## src/rtl/seq_divider_unsigned_if.sv

```systemverilog
// Start/busy/done handshake bundle for seq_divider_unsigned.
// master = requester driving operands, slave = divider returning results.
interface seq_divider_unsigned_if #(
  parameter int unsigned WIDTH = 4
);
  logic             start;
  logic [WIDTH-1:0] dividend;
  logic [WIDTH-1:0] divisor;
  logic             busy;
  logic             done;
  logic [WIDTH-1:0] quotient;
  logic [WIDTH-1:0] remainder;
  logic             div_by_zero;

  modport master (
    output start, dividend, divisor,
    input  busy, done, quotient, remainder, div_by_zero
  );

  modport slave (
    input  start, dividend, divisor,
    output busy, done, quotient, remainder, div_by_zero
  );
endinterface

```

## src/rtl/seq_divider_unsigned.sv

```systemverilog
// Multi-cycle unsigned restoring divider, one quotient bit per clock.
// Optional macro DIVIDER_EARLY_EXIT_EN: finish in one cycle when dividend < divisor.
module seq_divider_unsigned #(
  parameter int unsigned WIDTH = 4
) (
  input  logic                 clk,
  input  logic                 rst,
  seq_divider_unsigned_if.slave bus
);
    localparam int unsigned CW = (WIDTH > 1) ? $clog2(WIDTH) : 1;

    typedef enum logic [1:0] {IDLE, CALC, FIN} state_t;

    state_t           state, state_n;
    logic [WIDTH-1:0] dvd;
    logic [WIDTH-1:0] dsr;
    logic [WIDTH-1:0] r;
    logic [WIDTH-1:0] q;
    logic [CW-1:0]    cnt;
    logic             skip;
    logic [WIDTH-1:0] quotient_r;
    logic [WIDTH-1:0] remainder_r;
    logic             dbz_r;

    logic             accept;
    logic             skip_in;
    logic             last;
    logic [WIDTH:0]   r_sh;
    logic             ge;
    logic [WIDTH-1:0] r_n;
    logic [WIDTH-1:0] q_n;

    assign accept = bus.start && (state != CALC);
    assign last   = (cnt == CW'(WIDTH - 1));

`ifdef DIVIDER_EARLY_EXIT_EN
    assign skip_in = (bus.divisor == '0) || (bus.dividend < bus.divisor);
`else
    assign skip_in = (bus.divisor == '0);
`endif

    // Restoring step; when no subtraction happens r_sh < divisor, so its top bit is 0.
    assign r_sh = {r, dvd[WIDTH-1]};
    assign ge   = (r_sh >= {1'b0, dsr});
    assign r_n  = ge ? WIDTH'(r_sh - {1'b0, dsr}) : r_sh[WIDTH-1:0];
    assign q_n  = {q[WIDTH-2:0], ge};

    always_ff @(posedge clk) begin
        if (rst) begin
            state <= IDLE;
        end else begin
            state <= state_n;
        end
    end

    always_comb begin
        state_n = state;
        case (state)
            IDLE, FIN: state_n = accept ? CALC : IDLE;
            CALC:      state_n = last ? FIN : CALC;
            default:   state_n = IDLE;
        endcase
    end

    always_comb begin
        bus.busy = (state == CALC);
        bus.done = (state == FIN);
    end

    assign bus.quotient    = quotient_r;
    assign bus.remainder   = remainder_r;
    assign bus.div_by_zero = dbz_r;

    // Shortcut cases take one pass through CALC with the counter preset to its last
    // value, so they see one busy cycle like a normal request, then publish directly.
    always_ff @(posedge clk) begin
        if (rst) begin
            dvd         <= '0;
            dsr         <= '0;
            r           <= '0;
            q           <= '0;
            cnt         <= '0;
            skip        <= 1'b0;
            quotient_r  <= '0;
            remainder_r <= '0;
            dbz_r       <= 1'b0;
        end else if (accept) begin
            dvd  <= bus.dividend;
            dsr  <= bus.divisor;
            r    <= '0;
            q    <= '0;
            cnt  <= skip_in ? CW'(WIDTH - 1) : '0;
            skip <= skip_in;
        end else if (state == CALC) begin
            if (skip) begin
                quotient_r  <= (dsr == '0) ? '1 : '0;
                remainder_r <= dvd;
                dbz_r       <= (dsr == '0);
            end else begin
                r   <= r_n;
                q   <= q_n;
                dvd <= {dvd[WIDTH-2:0], 1'b0};
                cnt <= cnt + 1'b1;
                if (last) begin
                    quotient_r  <= q_n;
                    remainder_r <= r_n;
                    dbz_r       <= 1'b0;
                end
            end
        end
    end
endmodule

```

## src/flat_wrapper.sv

```systemverilog
// flat-port wrapper written by rule: the top's interface ports become plain ports
module seq_divider_unsigned_flat 
#(
  parameter int unsigned WIDTH = 4
)
  (clk, rst, bus_start, bus_dividend, bus_divisor, bus_busy, bus_done, bus_quotient, bus_remainder, bus_div_by_zero);
  seq_divider_unsigned_if #(.WIDTH(WIDTH)) bus_i ();
  input  logic clk;
  input  logic rst;
  input wire logic [$bits(bus_i.start)-1:0] bus_start;
  input wire logic [$bits(bus_i.dividend)-1:0] bus_dividend;
  input wire logic [$bits(bus_i.divisor)-1:0] bus_divisor;
  output wire logic [$bits(bus_i.busy)-1:0] bus_busy;
  output wire logic [$bits(bus_i.done)-1:0] bus_done;
  output wire logic [$bits(bus_i.quotient)-1:0] bus_quotient;
  output wire logic [$bits(bus_i.remainder)-1:0] bus_remainder;
  output wire logic [$bits(bus_i.div_by_zero)-1:0] bus_div_by_zero;
  assign bus_i.start = bus_start;
  assign bus_i.dividend = bus_dividend;
  assign bus_i.divisor = bus_divisor;
  assign bus_busy = bus_i.busy;
  assign bus_done = bus_i.done;
  assign bus_quotient = bus_i.quotient;
  assign bus_remainder = bus_i.remainder;
  assign bus_div_by_zero = bus_i.div_by_zero;
  seq_divider_unsigned #(.WIDTH(WIDTH)) u_core (.clk(clk), .rst(rst), .bus(bus_i));
endmodule
```

## config.mk

```make
export PLATFORM = sky130hd
export DESIGN_NAME = seq_divider_unsigned_flat
export DESIGN_NICKNAME = d
export VERILOG_FILES = /design/src/rtl/seq_divider_unsigned_if.sv /design/src/rtl/seq_divider_unsigned.sv /design/src/flat_wrapper.sv
export SDC_FILE = /design/constraint.sdc
export NUM_CORES = 1
export LEC_CHECK = 0
export ABC_AREA = 1
export CORE_MARGIN = 4
export CORE_UTILIZATION = 36
export DETAILED_ROUTE_END_ITERATION = 10
export GPL_TIMING_DRIVEN = 1
export PLACE_DENSITY = 0.63
export SLEW_MARGIN = 20
export SYNTH_ARGS = -nofsm -noshare
export SYNTH_HDL_FRONTEND = slang
export SYNTH_SLANG_ARGS = --single-unit
```

## constraint.sdc

```tcl
create_clock -name clk -period 4.7 [get_ports clk]
set_input_delay 0.94 -clock clk [delete_from_list [all_inputs] [get_ports clk]]
set_output_delay 0.94 -clock clk [all_outputs]
set_load 0.01 [all_outputs]
```

==> impl_results.md <==
- Status: finished clean
- Grt ovf: 0
- Nets: between 200 and 250
- Reg2reg setup slack: 2.87 ns
- Post-synthesis mux area share: 0
- Largest net degree at the start of global routing: 19
- Synth top area share: 0.393
- Crit-path slowest cell: clkdlybuf4s50_1
- PD cells: around 360 mW/mm^2
- Final setup vio count: 0
- CTS Hold Buffers Added: 0
- Max clock buf depth: 2
- Post-route ant nets: 0
- Share of layout cells above drive strength 1: 0.136
- Post-synth EDFFs: 0
- Worst setup SP type: flip-flop
- Post-synth top flop: dfxtp_1
- HPWL after DPL: 2250 um
- Adder-Cell Fraction of Synth Area: 0.0559
- Worst skew pair latency: 0.28 ns
- Core Area: around 0.0040 sq mm
- Netlist cell types: 30
- Final Util: 0.455
- Synth-to-Final Area Change: 22.5%
- Synthesized area per cell: between 7 and 8 sq um
- Routability cong.: 0.785
- Crit path largest cell delay: 0.52 ns
- RSZ-0062 raised after global routing: false
- VDD IR max: 0.224 mV
- Simple-gate share of the synthesized area: 0.202
- Tot GR Track Use: 0.129
- Vias in the first global route: 1178
- Worst-Margin Slew: 0.484 ns
- Fin Clk Skew: 0.00254 ns
- CP max FO: 6
- Post-DR vias/cell: 4.62
- Largest area contributor in the netlist: dfxtp_1
- Critical path cell sequence: nand2_4, inv_1, clkdlybuf4s50_1
- Synth Area in XOR/XNOR: 0.00593
- R2R depth: 7
- Period utilization: 0.498
- I/O Buffers: 21
- Setup CP Type: reg -> out
- Initial Util: 0.372
- Main area contributors after synthesis: dfxtp_1 39%, a21oi_1 7.5%, inv_1 7.1%
- Cells after Synth: 189
- Post-CTS setup buffer count: 0
- Post-synthesis compound-gate area fraction: 0.226
- First-pass detailed-route iteration total: 4
- ANT cells: 0
- CP required: 3.76 ns
- Setup crit end kind: output pin
- Clk root buf: clkbuf_8
- I/O pin total: 22
- Post-CTS resize count: 0
- TritonCTS clock tree: yes
- Total of warnings raised by yosys: 0
- Crit path buf inv count: 2
- Vias: approximately 1200
- Slew headroom: 0.677
- Synth Register Bits: 29
- P_leak: approximately 0.81 nW
- Antenna violations before repair: 0
- Hold Path Class: reg -> reg
- Avg WL per Cell: 11.2 um
- # rows: 23
- H-tree depth: 2
- Commonest non-fill, non-tap cell in the layout: dfxtp_1
- Die X-Extent: around 70 um
- Commonest cells after routing, fill and taps aside: 29 x dfxtp_1, 28 x inv_1, 25 x nand2_1, 22 x a21oi_1, 21 x clkdlybuf4s50_1
- Minimum clock period: 2.34 ns
- Hold Vio Cnt, Final: 0
- FFs w/ async S/R, synth: 0
- Final wirelength: 2960 um
- Largest family of logic cells by synthesized area: compound AO/OA/AOI/OAI gates
- Sequential fraction of the synthesis area: 0.393
- Worst hold path depth: 2
- Die ar.: approximately 0.0052 sq mm
- CP Data Arrival Time: ~1.4 ns
- CTS buffer count: 5
- Design Power: 0.657 mW
- Synthesized Nets: 206
- Sum Neg Setup Slack: 0 ns
- Hold EP: u_core.dvd[0]
- Min-delay src: u_core.dvd[0]
- Num Clock Sinks: 29
- Initial detailed-routing violation count: 73
- RR Endpoint: u_core.bus.quotient[1]
- # DRC: 0
- Post-Synthesis Cell Area: 0.00148 sq mm
- CP delay by family, top: buffers and inverters
- Chip height: 72.0 um
- First-pass GRT wire length: 5210 um
- MaxCap Viol Count: 0
- Max-slew violations: 0
- Max Freq: roughly 430 MHz
- Clock slew at reported path FFs: 0.06 ns
- Reg2reg start: u_core.skip
## cell type report
class / count / area (sq um)
Fill cell: 413 / 2160
Multi-Input combinational cell: 121 / 723
Sequential cell: 29 / 581
Timing Repair Buffer: 21 / 210
Inverter: 34 / 130
Clock buffer: 7 / 96.3
Tap cell: 50 / 62.6
Clock inverter: 1 / 5.00
## per-stage QoR
step / instance area, sq um / cells / hold slack, ns / setup WS, ns
finish: 1810 / 263 / 0.496 / 2.36
global route: 1810 / 263 / 0.520 / 2.29
CTS: 1810 / 263 / 0.494 / 2.34
detailed placement: 1710 / 255 / 0.482 / 2.21
global placement: 1710 / 255 / 0.483 / 2.29
floorplan: 1480 / 189 / 0.446 / 3.16
## tightest hold or removal path: stages (launching register included)
cell,delay [ns]
dfxtp_1,0.33
nand2_1,0.07
a21oi_1,0.05
## registers in the layout (all words and copies together), names as in the netlist
register / count
u_core.dsr: 4
u_core.r: 4
u_core.bus.quotient: 4
u_core.dvd: 4
u_core.bus.div_by_zero: 1
u_core.q: 3
u_core.cnt: 2
u_core.state: 2
u_core.bus.remainder: 4
u_core.skip: 1
## Yosys cell counts (3+ instances only)
| master | n |
|---|---|
| o21ai_0 | 10 |
| ha_1 | 5 |
| o211ai_1 | 3 |
| nand3_1 | 9 |
| inv_2 | 5 |
| nand2_1 | 25 |
| a21oi_1 | 22 |
| a21oi_2 | 3 |
| nand2_4 | 4 |
| inv_1 | 28 |
| dfxtp_1 | 29 |
| o21ai_1 | 11 |
| nor2_1 | 12 |
## metal layers
layer	vias up	global-route usage	wire [um]
met5	-	0	0
met4	0	0.0376	36
met3	4	0.0540	99
met2	18	0.193	1310
met1	535	0.169	1510
li1	659	-	-
## worst max path at each step
stage | endpoint | cells after the start | slack [ns] | start
2_1_floorplan | bus_busy | 2 | 3.16 | u_core.state[0]
3_3_place_gp | u_core.r[3] | 6 | 2.29 | rst
3_5_place_dp | u_core.r[2] | 6 | 2.21 | rst
4_1_cts | bus_busy | 3 | 2.34 | u_core.state[0]
5_1_grt | bus_busy | 3 | 2.29 | u_core.state[0]
6_report | bus_busy | 3 | 2.36 | u_core.state[0]
## cells by family after synthesis
kind of cell               Yosys count
and+or+nand+nor                     57
AOI/OAI and AO/OA                   57
adders and majority gates            6
xor gates and xnor gates             1
DFF                                 29
buffers and inverters               39
## power breakdown
group          internal [mW]  total, mW  switching (mW)
Clock                  0.132      0.225          0.0933
Combinational         0.0617      0.159          0.0970
Sequential             0.262      0.272          0.0103
Total                  0.456      0.657           0.201
Power figures use the tool's default switching activity.
